===== src/rtl/atm_keypad_frontend.sv =====
// ATM customer front end: keypad field entry, request handshake to the core,
// inactivity timeout and lockout after repeated authentication failures.
module atm_keypad_frontend #(
    parameter int TIMEOUT_CYCLES = 1000,
    parameter int MAX_TRIES      = 3,
    parameter int LOCK_CYCLES    = 500
) (
    input  logic        clk,
    input  logic        rst,
    input  logic        key_valid,
    input  logic [3:0]  key_code,
    output logic [11:0] accNumber,
    output logic [3:0]  pin,
    output logic [11:0] destinationAcc,
    output logic [2:0]  menuOption,
    output logic [10:0] amount,
    output logic        req_valid,
    output logic        req_auth,
    input  logic        req_ready,
    input  logic        resp_valid,
    input  logic        resp_error,
    input  logic [10:0] resp_balance,
    output logic        exit,
    output logic        entry_error,
    output logic        last_error,
    output logic [10:0] last_balance,
    output logic [3:0]  state
);

    localparam int TW = $clog2(TIMEOUT_CYCLES + 1);
    localparam int LW = $clog2(LOCK_CYCLES + 1);
    localparam int FW = $clog2(MAX_TRIES + 1);
    localparam logic [TW-1:0] TO_LAST   = TW'(TIMEOUT_CYCLES - 1);
    localparam logic [LW-1:0] LK_LAST   = LW'(LOCK_CYCLES - 1);
    localparam logic [FW-1:0] FAIL_LAST = FW'(MAX_TRIES - 1);

    typedef enum logic [3:0] {
        S_ACC       = 4'd0,
        S_PIN       = 4'd1,
        S_AUTH_SEND = 4'd2,
        S_AUTH_WAIT = 4'd3,
        S_MENU      = 4'd4,
        S_DEST      = 4'd5,
        S_AMT       = 4'd6,
        S_TXN_SEND  = 4'd7,
        S_TXN_WAIT  = 4'd8,
        S_LOCKED    = 4'd9
    } state_t;

    state_t          state_q;
    state_t          state_d;
    state_t          adv_state;
    logic [13:0]     acc_q;
    logic [13:0]     acc_mac;
    logic [2:0]      cnt_q;
    logic [2:0]      max_dig;
    logic [TW-1:0]   timer_q;
    logic [LW-1:0]   lock_q;
    logic [FW-1:0]   fail_q;

    logic is_digit;
    logic is_enter;
    logic is_clear;
    logic is_cancel;
    logic live_key;
    logic entry_st;
    logic timer_run;
    logic timeout;
    logic field_ok;

    logic f_push;
    logic f_err;
    logic f_fclear;
    logic f_latch;
    logic f_wipe;
    logic f_resp;
    logic f_auth_ok;
    logic f_auth_fail;
    logic f_txn_done;
    logic f_lock_done;

    // Key decode and per-field limits for the field currently being entered
    always_comb begin
        is_digit  = key_valid && (key_code <= 4'd9);
        is_enter  = key_valid && (key_code == 4'hA);
        is_clear  = key_valid && (key_code == 4'hB);
        is_cancel = key_valid && (key_code == 4'hC);
        live_key  = key_valid && (key_code <= 4'hC);
        entry_st  = (state_q == S_ACC) || (state_q == S_PIN) ||
                    (state_q == S_MENU) || (state_q == S_DEST) ||
                    (state_q == S_AMT);
        // An empty account field is the idle screen: no timeout there
        timer_run = entry_st &&
                    !((state_q == S_ACC) && (cnt_q == 3'd0));
        timeout   = timer_run && !live_key && (timer_q == TO_LAST);
        acc_mac   = acc_q * 14'd10 + {10'd0, key_code};
        max_dig   = ((state_q == S_PIN) || (state_q == S_MENU)) ?
                    3'd1 : 3'd4;
        field_ok  = 1'b1;
        adv_state = state_q;
        unique case (state_q)
            S_ACC: begin
                field_ok  = acc_q <= 14'd4095;
                adv_state = S_PIN;
            end
            S_PIN: adv_state = S_AUTH_SEND;
            S_MENU: begin
                field_ok  = (acc_q >= 14'd3) && (acc_q <= 14'd7);
                adv_state = (acc_q == 14'd3) ? S_TXN_SEND :
                            (acc_q == 14'd6) ? S_DEST : S_AMT;
            end
            S_DEST: begin
                field_ok  = acc_q <= 14'd4095;
                adv_state = S_AMT;
            end
            S_AMT: begin
                field_ok  = acc_q <= 14'd2047;
                adv_state = S_TXN_SEND;
            end
            default: ;
        endcase
    end

    always_ff @(posedge clk) begin
        if (rst) state_q <= S_ACC;
        else     state_q <= state_d;
    end

    always_comb begin
        state_d     = state_q;
        f_push      = 1'b0;
        f_err       = 1'b0;
        f_fclear    = 1'b0;
        f_latch     = 1'b0;
        f_wipe      = 1'b0;
        f_resp      = 1'b0;
        f_auth_ok   = 1'b0;
        f_auth_fail = 1'b0;
        f_txn_done  = 1'b0;
        f_lock_done = 1'b0;
        unique case (state_q)
            S_ACC, S_PIN, S_MENU, S_DEST, S_AMT: begin
                unique case (1'b1)
                    is_cancel: begin
                        f_wipe  = 1'b1;
                        state_d = S_ACC;
                    end
                    is_clear: f_fclear = 1'b1;
                    is_digit: begin
                        if (cnt_q == max_dig) f_err  = 1'b1;
                        else                  f_push = 1'b1;
                    end
                    is_enter: begin
                        if (cnt_q == 3'd0) begin
                            f_err = 1'b1;
                        end else if (!field_ok) begin
                            f_err    = 1'b1;
                            f_fclear = 1'b1;
                        end else begin
                            f_latch = 1'b1;
                            state_d = adv_state;
                        end
                    end
                    timeout: begin
                        f_wipe  = 1'b1;
                        state_d = S_ACC;
                    end
                    default: ;
                endcase
            end
            S_AUTH_SEND: if (req_ready) state_d = S_AUTH_WAIT;
            S_TXN_SEND:  if (req_ready) state_d = S_TXN_WAIT;
            S_AUTH_WAIT: begin
                if (resp_valid) begin
                    f_resp = 1'b1;
                    if (resp_error) begin
                        f_auth_fail = 1'b1;
                        state_d = (fail_q >= FAIL_LAST) ?
                                  S_LOCKED : S_ACC;
                    end else begin
                        f_auth_ok = 1'b1;
                        state_d   = S_MENU;
                    end
                end
            end
            S_TXN_WAIT: begin
                if (resp_valid) begin
                    f_resp     = 1'b1;
                    f_txn_done = 1'b1;
                    state_d    = S_MENU;
                end
            end
            S_LOCKED: begin
                if (lock_q == LK_LAST) begin
                    f_lock_done = 1'b1;
                    state_d     = S_ACC;
                end
            end
            default: state_d = S_ACC;
        endcase
    end

    always_comb begin
        req_valid = (state_q == S_AUTH_SEND) || (state_q == S_TXN_SEND);
        req_auth  = (state_q == S_AUTH_SEND);
        state     = state_q;
    end

    always_ff @(posedge clk) begin
        if (rst) begin
            acc_q          <= '0;
            cnt_q          <= '0;
            timer_q        <= '0;
            lock_q         <= '0;
            fail_q         <= '0;
            accNumber      <= '0;
            pin            <= '0;
            destinationAcc <= '0;
            menuOption     <= '0;
            amount         <= '0;
            exit           <= 1'b0;
            entry_error    <= 1'b0;
            last_error     <= 1'b0;
            last_balance   <= '0;
        end else begin
            exit        <= f_wipe;
            entry_error <= f_err;
            if (f_push) begin
                acc_q <= acc_mac;
                cnt_q <= cnt_q + 3'd1;
            end
            if (f_fclear || f_latch || f_wipe) begin
                acc_q <= '0;
                cnt_q <= '0;
            end
            if (f_latch) begin
                unique case (state_q)
                    S_ACC:   accNumber      <= acc_q[11:0];
                    S_PIN:   pin            <= acc_q[3:0];
                    S_MENU:  menuOption     <= acc_q[2:0];
                    S_DEST:  destinationAcc <= acc_q[11:0];
                    S_AMT:   amount         <= acc_q[10:0];
                    default: ;
                endcase
            end
            if (f_wipe) begin
                accNumber      <= '0;
                pin            <= '0;
                destinationAcc <= '0;
                menuOption     <= '0;
                amount         <= '0;
            end
            if (f_resp) begin
                last_error   <= resp_error;
                last_balance <= resp_balance;
            end
            if (f_auth_fail) begin
                fail_q    <= fail_q + FW'(1);
                accNumber <= '0;
                pin       <= '0;
            end
            if (f_auth_ok || f_lock_done) fail_q <= '0;
            if (f_txn_done) begin
                amount         <= '0;
                destinationAcc <= '0;
            end
            if (!timer_run || live_key || timeout) timer_q <= '0;
            else                                   timer_q <= timer_q + TW'(1);
            if (state_q == S_LOCKED && !f_lock_done) lock_q <= lock_q + LW'(1);
            else                                     lock_q <= '0;
        end
    end

endmodule

===== config.mk =====
export PLATFORM = sky130hd
export DESIGN_NAME = atm_keypad_frontend
export DESIGN_NICKNAME = d
export VERILOG_FILES = /design/src/rtl/atm_keypad_frontend.sv
export SDC_FILE = /design/constraint.sdc
export NUM_CORES = 1
export LEC_CHECK = 0
export CORE_MARGIN = 3
export CORE_UTILIZATION = 35
export CTS_CLUSTER_DIAMETER = 120
export CTS_CLUSTER_SIZE = 12
export DETAILED_ROUTE_END_ITERATION = 10
export MAX_ROUTING_LAYER = met4
export PLACE_DENSITY = 0.52
export REMOVE_ABC_BUFFERS = 1
export SLEW_MARGIN = 15
export SYNTH_ARGS = -nofsm -noshare
export SYNTH_HDL_FRONTEND = slang
export SYNTH_SLANG_ARGS = --single-unit

===== constraint.sdc =====
create_clock -name clk -period 8.5 [get_ports clk]
set_input_delay 1.7 -clock clk [delete_from_list [all_inputs] [get_ports clk]]
set_output_delay 1.7 -clock clk [all_outputs]
set_load 0.03 [all_outputs]

==> run_results.csv, run 1 <==
group,metric,value,unit
sta,final_max_slew_viol_count,0,
yosys,asyncSetResetFlopFracSynth,0,
setup_path,worstPathMaxFanout,5,
route,antenna_violating_nets_post_route,0,
setup_path,regToRegStartpoint,"acc_q[2]",
final_layout,multi_input_comb_area,2830,µm²
sta,fin_crit_sh,0.488,
setup_path,endpoint_kind,"flip-flop",
setup_path,arrival_time_worst_endpoint,4.42,ns
final_layout,final_layout_size_suffix_gt1_frac,0.0541,
grt,first_global_vias,3933,
sta,worst-slew-pin-transition,0.846,ns
route,detail_route.drc_violations,0,
die,chipWidth,125,µm
clocking,cts.clk_slew.worst_paths,0.07,ns
die,die-area,15700,µm²
clocking,clkLatencyLatePin,0.35,ns
outcome,status,"completed",
yosys,mappedNetlistArea,4970,µm²
yosys,synth_top_cells_by_count,"sky130_fd_sc_hd__nor2_1, sky130_fd_sc_hd__dfxtp_1, sky130_fd_sc_hd__mux2i_1",
hold_path,classification_of_the_worst_slack_hold_path,"reg2reg",
flow_run,maxCapViolations,0,
power_and_ir_drop,finalPower,979,µW
clocking,htree_num_levels,3,
yosys,synth_enable_flop_cells,0,
final_layout,final_net_count,674,
clocking,tritoncts.num_buffers,9,
power_and_ir_drop,pwr_density_cell,158,nW/µm²
yosys,synth_warnings,0,
setup_path,required_worst_endpoint,8.77,ns
final_layout,layout.area.seq,1960,µm²
yosys,avgSynthCellArea,8.98,µm²
die,io_pins,83,
final_layout,diodes_inserted,0,
die,placementRows,42,
final_layout,areaGrowthSynthToFinish,24.3,%
placement,final_wtd_congestion,0.832,
power_and_ir_drop,share_comb_of_total_power,0.118,
final_layout,fillerInstances,1311,
route,post_drt_via_cell_ratio,5.02,
grt,grt_antenna_before_repair,0,
yosys,synth.most_common_cell,"sky130_fd_sc_hd__nor2_1",
setup_path,setup.worst_path.start,"key_code[1]",
sta,report.final.hold_viol_count,0,
yosys,post-synth-top-area-fraction,0.394,
route,routedWlPerCell,15.0,µm
sta,setup_skew_after_layout,0.0116,ns
yosys,synth_flop_cell,"sky130_fd_sc_hd__dfxtp_1",
clocking,cts-hold-fix-buffers,0,
sta,worst_slew_margin_rel,0.433,
clocking,cts.repair.resized,0,
setup_path,cp-start-kind,"input pin",
sta,final_period_minus_worst_setup_slack,4.15,ns
grt,grt_max_degree,25,
die,core_box_area,13600,µm²
grt,global_route.overflow_total,0,
placement,post-dp-hpwl,8950,µm
power_and_ir_drop,power.share.switching,0.267,
clocking,cts_tree,"yes",
clocking,post_cts_buffers,0,
yosys,postSynthRegisterBits,98,
sta,finalSetupViolations,0,
placement,portBuffers,82,
route,via_count,4042,
clocking,cts.sinks,98,
clocking,maximum_root_to_sink_buffer_count,2,
yosys,synth_area_leader_cell,"sky130_fd_sc_hd__dfxtp_1",
hold_path,holdCritStartpoint,"timer_q[0]",
power_and_ir_drop,vdd_drop_max,85.3,µV
yosys,share_of_the_yosys_chip_area_belonging_to_registers,0.394,
clocking,clock-root-buffer,"sky130_fd_sc_hd__clkbuf_16",
grt,grt_use_total,0.161,
yosys,synthDistinctLibCells,59,
route,detail_route.first_pass.iterations,4,
power_and_ir_drop,switchingPower,261,µW
setup_path,critical_path_class,"in2reg",
power_and_ir_drop,cellInternalPower,717,µW
route,dr.first_iter.drc_count,225,
power_and_ir_drop,p_leak,0.00257,µW
power_and_ir_drop,pwr-share-seq,0.495,
sta,rsz_0062_raised_after_global_routing,"no",
grt,grt_pass1_wl,20000,µm
yosys,synthesis.instances,554,
route,wirelength,12100,µm
yosys,post_synth_main_area_contributors,"sky130_fd_sc_hd__dfxtp_1, sky130_fd_sc_hd__mux2i_1, sky130_fd_sc_hd__nor2_1",
die,die_height,125,µm
power_and_ir_drop,clk_network_pwr_share,0.387,
die,initial_core_util,0.367,
sta,totalNegativeSetupSlack,0,ns
sta,max_freq,241,MHz
-- critical path, stage by stage --
cell	delay (ns)
sky130_fd_sc_hd__clkdlybuf4s50_1	0.55
sky130_fd_sc_hd__ha_1	0.20
sky130_fd_sc_hd__inv_1	0.06
sky130_fd_sc_hd__fa_1	0.41
sky130_fd_sc_hd__nor2b_1	0.12
sky130_fd_sc_hd__o21ai_0	0.11
sky130_fd_sc_hd__nor3_1	0.38
sky130_fd_sc_hd__nand4_1	0.19
sky130_fd_sc_hd__nor4_1	0.40
sky130_fd_sc_hd__xnor2_1	0.10
sky130_fd_sc_hd__a211oi_1	0.22
-- sequential cells by signal, indices dropped and copies added, names as in the netlist --
signal          flops
accNumber          12
acc_q              14
amount             11
cnt_q               3
destinationAcc     12
entry_error         1
exit                1
fail_q              2
last_balance       11
last_error          1
lock_q              9
menuOption          3
pin                 4
state               4
timer_q            10
-- metal layers --
layer | vias up | routed length [µm] | GRT usage | part of all wire
li1 | 2071 | - | - | -
met1 | 1880 | 6080 | 0.216 | 0.50
met2 | 78 | 5390 | 0.244 | 0.45
met3 | 13 | 475 | 0.0350 | 0.039
met4 | 0 | 164 | 0.0497 | 0.014
met5 | - | 0 | - | 0
-- power by group through the flow --
stage	Sequential [µW]	Combinational (µW)	Clock, µW
after floorplan	488	81.1	0
after global routing	487	130	412
final	485	115	379
after global placement	496	114	0
after detailed placement	496	115	0
after CTS	485	116	391
-- metrics by stage --
stage	util	std cells	area [µm²]	hold slack [ns]	worst slack (ns)
after global placement	0.436	789	5910	0.429	4.08
after global routing	0.456	805	6180	0.484	4.00
after floorplan	-	529	4860	0.418	4.80
after CTS	0.456	805	6180	0.455	4.36
after detailed placement	0.436	789	5910	0.441	3.99
final	0.456	805	6180	0.450	4.35
-- cell families (layout without fill, tap and decap cells) --
family                   count (synthesis)  count (layout)  synth area share
flip-flops                              98              98             0.394
buffers and inverters                   41             116            0.0360
adder cells (fa/ha/maj)                 29              29            0.0760
AO/OA/AOI/OAI                           73              73             0.100
XOR/XNOR                                36              36            0.0634
multiplexers                            60              60             0.121
AND/OR/NAND/NOR                        217             217             0.209
-- cells in the final DEF, fill, tap and decap left out, drive strengths merged, types with 3 or more instances in the layout --
master	count
nor2b	5
nand3	15
dfxtp	98
or3	3
clkbuf	10
nand2b	7
clkdlybuf4s50	82
nor3	13
nand2	21
o211ai	4
mux2i	60
a21oi	17
xor2	12
inv	17
o21ai	17
a21o	5
xnor2	24
a211oi	12
nor4	6
nor2	113
or2	8
nand3b	5
ha	27
clkinv	3
or4b	3
nand4	9
-- worst paths after layout --
path           endpoint  slack (ns)  depth (start not counted)
max           acc_q[13]        4.35                         11
min          timer_q[0]        0.45                          1
max reg2reg   acc_q[12]        5.03                         10
min reg2reg  timer_q[0]        0.45                          1
-- layout make-up --
type	count	area share
multi-input cells	415	0.458
inverters	16	0.00971
repair buffers	84	0.135
well taps	176	0.0356
flip-flops and latches	98	0.317
clock buffers	10	0.0370
clock inverters	6	0.00688
No activity file was read; power rests on OpenSTA's default activity.
==> inputs of run 2 (changes only) <==
==> constraint.sdc (replaced) <==
create_clock -name clk -period 4.25 [get_ports clk]
set_input_delay 0.85 -clock clk [delete_from_list [all_inputs] [get_ports clk]]
set_output_delay 0.85 -clock clk [all_outputs]
set_load 0.03 [all_outputs]
==> run_results.csv, run 2 (synthesis gave the netlist of run 1 again) <==
group,metric,value,unit
setup_path,critical-path-top-delay-family,"adder cells",
final_layout,areaGrowthSynthToFinish,25.7,%
route,routedWlPerCell,14.8,µm
sta,worst_slew_margin_rel,0.461,
final_layout,diodes_inserted,0,
route,wirelength,12000,µm
final_layout,flip_flop_count_of_the_largest_register_after_layout,14,
route,detail_route.first_pass.iterations,4,
final_layout,layout.cells.most_common,"sky130_fd_sc_hd__nor2_1",
sta,fin_crit_sh,0.800,
grt,grt_max_degree,24,
clocking,clkLatencyLatePin,0.34,ns
route,via_count,4035,
final_layout,multi_input_comb_area,2830,µm²
placement,portBuffers,82,
final_layout,largest_registers,"acc_q x14, accNumber x12, destinationAcc x12",
setup_path,endpoint_kind,"flip-flop",
die,io_pins,83,
die,die_height,125,µm
sta,max_freq,294,MHz
setup_path,slowest_cell_on_the_critical_path,"sky130_fd_sc_hd__a2111oi_0",
sta,totalNegativeSetupSlack,0,ns
hold_path,classification_of_the_worst_slack_hold_path,"reg2reg",
die,die-area,15700,µm²
clocking,cts_tree,"yes",
final_layout,final_net_count,678,
route,antenna_violating_nets_post_route,0,
final_layout,layout.area.seq,1960,µm²
final_layout,fillerInstances,1313,
sta,worst-slew-pin-transition,0.807,ns
flow_run,maxCapViolations,0,
sta,hold_slack,0.447,ns
setup_path,timing.critical_path.mode_cell,"sky130_fd_sc_hd__ha_1",
power_and_ir_drop,pwr_density_cell,331,nW/µm²
clocking,cts.clk_slew.worst_paths,0.06,ns
final_layout,final_core_util,0.461,
clocking,cts.sinks,98,
sta,rsz_0062_raised_after_global_routing,"no",
power_and_ir_drop,vdd_drop_max,205,µV
setup_path,worst_path_largest_cell_delay,0.71,ns
die,placementRows,42,
sta,final_period_minus_worst_setup_slack,3.40,ns
power_and_ir_drop,p_leak,0.00261,µW
final_layout,largest_register,"acc_q",
route,detail_route.drc_violations,0,
final_layout,most-common-layout-cells,"sky130_fd_sc_hd__nor2_1, sky130_fd_sc_hd__dfxtp_1, sky130_fd_sc_hd__clkdlybuf4s50_1",
outcome,status,"completed",
die,chipWidth,125,µm
sta,setup_skew_after_layout,0.00450,ns
clocking,cts-hold-fix-buffers,0,
clocking,cts.repair.resized,0,
sta,report.final.hold_viol_count,0,
setup_path,critical_path_buffers_and_inverters,1,
grt,grt_use_total,0.160,
clocking,htree_num_levels,3,
grt,grt_pass1_wl,19800,µm
setup_path,worstPathMaxFanout,8,
die,core_box_area,13600,µm²
clocking,tritoncts.num_buffers,9,
setup_path,required_worst_endpoint,4.51,ns
grt,global_route.overflow_total,0,
sta,final_max_slew_viol_count,0,
final_layout,final_layout_size_suffix_gt1_frac,0.0569,
grt,grt_antenna_before_repair,0,
die,initial_core_util,0.367,
grt,first_global_vias,3875,
setup_path,critical_path_class,"reg2reg",
setup_path,cp-start-kind,"flip-flop",
sta,finalSetupViolations,0,
clocking,post_cts_buffers,0,
route,dr.first_iter.drc_count,200,
placement,post-dp-hpwl,8900,µm
route,post_drt_via_cell_ratio,4.99,
setup_path,path_cells,"ha_1 -> ha_1 -> inv_1 -> fa_1 -> nand3b_1 -> a2111oi_0 -> nand3_1 -> nor3_1 -> xor2_1 -> a211oi_1",
placement,final_wtd_congestion,0.838,
setup_path,arrival_time_worst_endpoint,3.66,ns
clocking,maximum_root_to_sink_buffer_count,2,
clocking,clock-root-buffer,"sky130_fd_sc_hd__clkbuf_16",
run 2: changes by cell type in the layout (fill, tap and decap cells not counted), sizes merged:
| cell | delta |
|---|---|
| buf | +4 |
| bufinv | +2 |
| clkbuf | +2 |
| clkinv | -2 |
| clkinvlp | -1 |
| inv | -1 |
run 2: power breakdown:
| part | internal (µW) | total (µW) | switching, µW |
|---|---|---|---|
| clock network | 518 | 864 | 346 |
| logic | 107 | 241 | 134 |
| registers | 933 | 962 | 29.5 |
run 2: worst paths after layout:
check / slack, ns / start / depth (start not counted) / endpoint
setup reg to reg: 0.85 / acc_q[3] / 10 / acc_q[12]
hold reg to reg: 0.45 / timer_q[0] / 1 / timer_q[0]
setup / recovery: 0.85 / acc_q[3] / 10 / acc_q[12]
hold / removal: 0.45 / timer_q[0] / 1 / timer_q[0]
run 2: stage by stage:
stage | area [µm²] | total power, µW | std cells | worst slack, ns
after floorplan | 4860 | 1140 | 529 | 1.31
after global placement | 5940 | 1220 | 793 | 0.686
after detailed placement | 5940 | 1230 | 793 | 0.619
after CTS | 6250 | 2100 | 809 | 0.847
after global routing | 6250 | 2170 | 809 | 0.457
final | 6250 | 2070 | 809 | 0.850
run 2: layer usage:
metal	up-vias	share of wire	track usage
met2	85	0.43	0.232
li1	2077	-	-
met1	1862	0.52	0.221
met3	11	0.041	0.0264
met4	0	0.016	0.0676
met5	-	0	-
run 2: area by class of cell:
class / count / share of cell area
Multi-Input combinational cell: 415 / 0.453
Sequential cell: 98 / 0.314
Timing Repair Buffer: 88 / 0.138
Clock buffer: 12 / 0.0378
Tap cell: 176 / 0.0352
Clock inverter: 4 / 0.0122
Inverter: 16 / 0.00960
run 2: worst register-to-register path, stage by stage, from the launching register on:
cell and delay [ns]:
sky130_fd_sc_hd__dfxtp_1 0.58, sky130_fd_sc_hd__ha_1 0.32, sky130_fd_sc_hd__ha_1 0.22, sky130_fd_sc_hd__inv_1 0.07, sky130_fd_sc_hd__fa_1 0.46, sky130_fd_sc_hd__nand3b_1 0.21
sky130_fd_sc_hd__a2111oi_0 0.71, sky130_fd_sc_hd__nand3_1 0.23, sky130_fd_sc_hd__nor3_1 0.21, sky130_fd_sc_hd__xor2_1 0.09, sky130_fd_sc_hd__a211oi_1 0.22
==> inputs of run 3 (changes only) <==
--- a/config.mk
+++ b/config.mk
@@ -11,7 +11,7 @@
 export CTS_CLUSTER_SIZE = 12
 export DETAILED_ROUTE_END_ITERATION = 10
 export MAX_ROUTING_LAYER = met4
-export PLACE_DENSITY = 0.52
+export PLACE_DENSITY = 0.55
 export REMOVE_ABC_BUFFERS = 1
 export SLEW_MARGIN = 15
 export SYNTH_ARGS = -nofsm -noshare
==> constraint.sdc (replaced) <==
create_clock -name clk -period 2.78 [get_ports clk]
set_input_delay 0.556 -clock clk [delete_from_list [all_inputs] [get_ports clk]]
set_output_delay 0.556 -clock clk [all_outputs]
set_load 0.03 [all_outputs]
==> run_results.csv, run 3 (synthesis gave the netlist of run 1 again) <==
group,metric,value,unit
outcome,status,"completed",
final_layout,finalNonFillerCells,858,
die,initial_core_util,0.367,
route,routedWlPerCell,14.7,µm
placement,portBuffers,82,
setup_path,timing.critical_path.to,"acc_q[12]",
grt,grt_use_total,0.163,
route,post_drt_via_cell_ratio,5.04,
placement,post-dp-hpwl,9410,µm
sta,worst_slew_margin_rel,0.673,
route,detail_route.drc_violations,0,
clocking,cts.clk_slew.worst_paths,0.07,ns
hold_path,classification_of_the_worst_slack_hold_path,"reg2reg",
route,via_count,4323,
setup_path,timing.critical_path.mode_cell,"sky130_fd_sc_hd__ha_4",
sta,report.final.hold_viol_count,0,
sta,hold_slack,0.457,ns
setup_path,worst_path_largest_cell_delay,0.44,ns
power_and_ir_drop,power.share.switching,0.257,
power_and_ir_drop,finalPower,3330,µW
route,dr.first_iter.drc_count,212,
sta,worst_slack,0.104,ns
power_and_ir_drop,vdd_drop_max,327,µV
die,die-area,15700,µm²
clocking,tritoncts.num_buffers,9,
setup_path,required_worst_endpoint,3.01,ns
die,die_height,125,µm
die,placementRows,42,
setup_path,arrival_time_worst_endpoint,2.90,ns
setup_path,cp-start-kind,"flip-flop",
sta,max_freq,374,MHz
setup_path,critical_path_cell_count,11,
final_layout,final_layout_size_suffix_gt1_frac,0.164,
final_layout,flip_flop_count_of_the_largest_register_after_layout,14,
route,antenna_violating_nets_post_route,0,
clocking,cts_tree,"yes",
setup_path,critical_path_buffers_and_inverters,2,
setup_path,worstPathMaxFanout,3,
clocking,maximum_root_to_sink_buffer_count,2,
final_layout,multi_input_comb_area,2960,µm²
grt,first_global_vias,4149,
grt,grt_pass1_wl,20500,µm
sta,rsz_0062_raised_after_global_routing,"yes",
final_layout,fillerInstances,1245,
setup_path,path_cells,"ha_4 -> ha_4 -> inv_2 -> fa_2 -> nand4b_1 -> a2111oi_2 -> buf_4 -> nand3_4 -> nor3_2 -> xor2_1 -> a211oi_2",
power_and_ir_drop,share_comb_of_total_power,0.154,
die,core_box_area,13600,µm²
route,detail_route.first_pass.iterations,4,
setup_path,endpoint_kind,"flip-flop",
setup_path,regToRegStartpoint,"acc_q[3]",
setup_path,critical-path-top-delay-family,"adder cells",
setup_path,worst_r2r_endpoint,"acc_q[12]",
die,io_pins,83,
sta,worst-slew-pin-transition,0.484,ns
power_and_ir_drop,p_leak,0.00287,µW
final_layout,areaGrowthSynthToFinish,36.8,%
final_layout,most-common-layout-cells,"sky130_fd_sc_hd__nor2_1, sky130_fd_sc_hd__dfxtp_1, sky130_fd_sc_hd__clkdlybuf4s50_1",
setup_path,worst-r2r-setup-slack,0.10,ns
final_layout,final_net_count,727,
power_and_ir_drop,switchingPower,856,µW
grt,global_route.overflow_total,0,
final_layout,largest_register,"acc_q",
power_and_ir_drop,pwr-share-seq,0.437,
setup_path,slowest_cell_on_the_critical_path,"sky130_fd_sc_hd__fa_2",
sta,finalSetupViolations,0,
clocking,clkLatencyLatePin,0.35,ns
placement,placedCellCount,839,
placement,final_wtd_congestion,0.826,
route,wirelength,12600,µm
final_layout,layout.area.seq,1970,µm²
clocking,cts.sinks,98,
final_layout,diodes_inserted,0,
grt,grt_max_degree,28,
final_layout,largest_registers,"acc_q x14, accNumber x12, destinationAcc x12",
grt,grt_antenna_before_repair,0,
power_and_ir_drop,cellInternalPower,2470,µW
sta,setup_skew_after_layout,0.00997,ns
flow_run,maxCapViolations,0,
die,chipWidth,125,µm
final_layout,layout.cells.most_common,"sky130_fd_sc_hd__nor2_1",
sta,fin_crit_sh,0.963,
sta,final_max_slew_viol_count,0,
setup_path,worst_r2r_path_depth,11,
power_and_ir_drop,pwr_density_cell,489,nW/µm²
setup_path,setup.worst_path.start,"acc_q[3]",
clocking,clock-root-buffer,"sky130_fd_sc_hd__clkbuf_16",
power_and_ir_drop,clk_network_pwr_share,0.409,
placement,detailedPlace.worstSlack,-0.326,ns
setup_path,critical_path_class,"reg2reg",
sta,final_period_minus_worst_setup_slack,2.68,ns
clocking,htree_num_levels,3,
-- run 3: worst register-to-register path, cell delays in order (launching register included) --
cell	delay [ns]
sky130_fd_sc_hd__dfxtp_2	0.34
sky130_fd_sc_hd__ha_4	0.25
sky130_fd_sc_hd__ha_4	0.16
sky130_fd_sc_hd__inv_2	0.05
sky130_fd_sc_hd__fa_2	0.44
sky130_fd_sc_hd__nand4b_1	0.22
sky130_fd_sc_hd__a2111oi_2	0.39
sky130_fd_sc_hd__buf_4	0.19
sky130_fd_sc_hd__nand3_4	0.06
sky130_fd_sc_hd__nor3_2	0.19
sky130_fd_sc_hd__xor2_1	0.19
sky130_fd_sc_hd__a211oi_2	0.08
-- run 3: cell type report --
cell class                 instances  area share
inverter                          16     0.00882
tap                              176      0.0324
multi-input combinational        415       0.435
clock buffer                       9      0.0331
clock inverter                     7      0.0145
timing repair buffer             137       0.187
sequential                        98       0.290
-- run 3: per-layer routing --
metal  GRT usage  vias to the layer above  part of all wire
met2       0.251                      107              0.45
met4      0.0708                        0             0.023
met1       0.218                     2021              0.49
met3      0.0188                       20             0.042
li1            -                     2175                 -
met5           -                        -                 0
-- run 3: worst min path at each step --
| stage | from | endpoint | slack [ns] | cells after the start |
|---|---|---|---|---|
| 6_report | timer_q[0] | timer_q[0] | 0.46 | 1 |
| 5_1_grt | lock_q[0] | lock_q[0] | 0.49 | 1 |
| 4_1_cts | timer_q[0] | timer_q[0] | 0.46 | 1 |
| 3_5_place_dp | timer_q[0] | timer_q[0] | 0.45 | 1 |
| 3_3_place_gp | timer_q[0] | timer_q[0] | 0.43 | 1 |
| 2_1_floorplan | timer_q[0] | timer_q[0] | 0.42 | 1 |
-- run 3: power groups by stage --
stage | logic, µW | registers (µW) | clock network [µW]
after global placement | 464 | 1480 | 0
after floorplan | 248 | 1490 | 0
after CTS | 481 | 1450 | 1400
final | 512 | 1460 | 1360
after global routing | 567 | 1460 | 1450
after detailed placement | 472 | 1480 | 0
-- run 3: metrics by stage --
step	cell area, µm²	utilization	setup TNS, ns
after floorplan	4860	-	-0.160
after global placement	6320	0.467	-0.757
after detailed placement	6320	0.467	-1.07
after CTS	6670	0.492	0
after global routing	6810	0.502	-0.108
final	6810	0.502	0
-- run 3: timing repair --
action,CTS,global route
resized for setup,7,25
hold buffers,0,0
setup endpoints to repair,4,7
buffers inserted,0,4
cloned,0,0
pin swaps,0,19
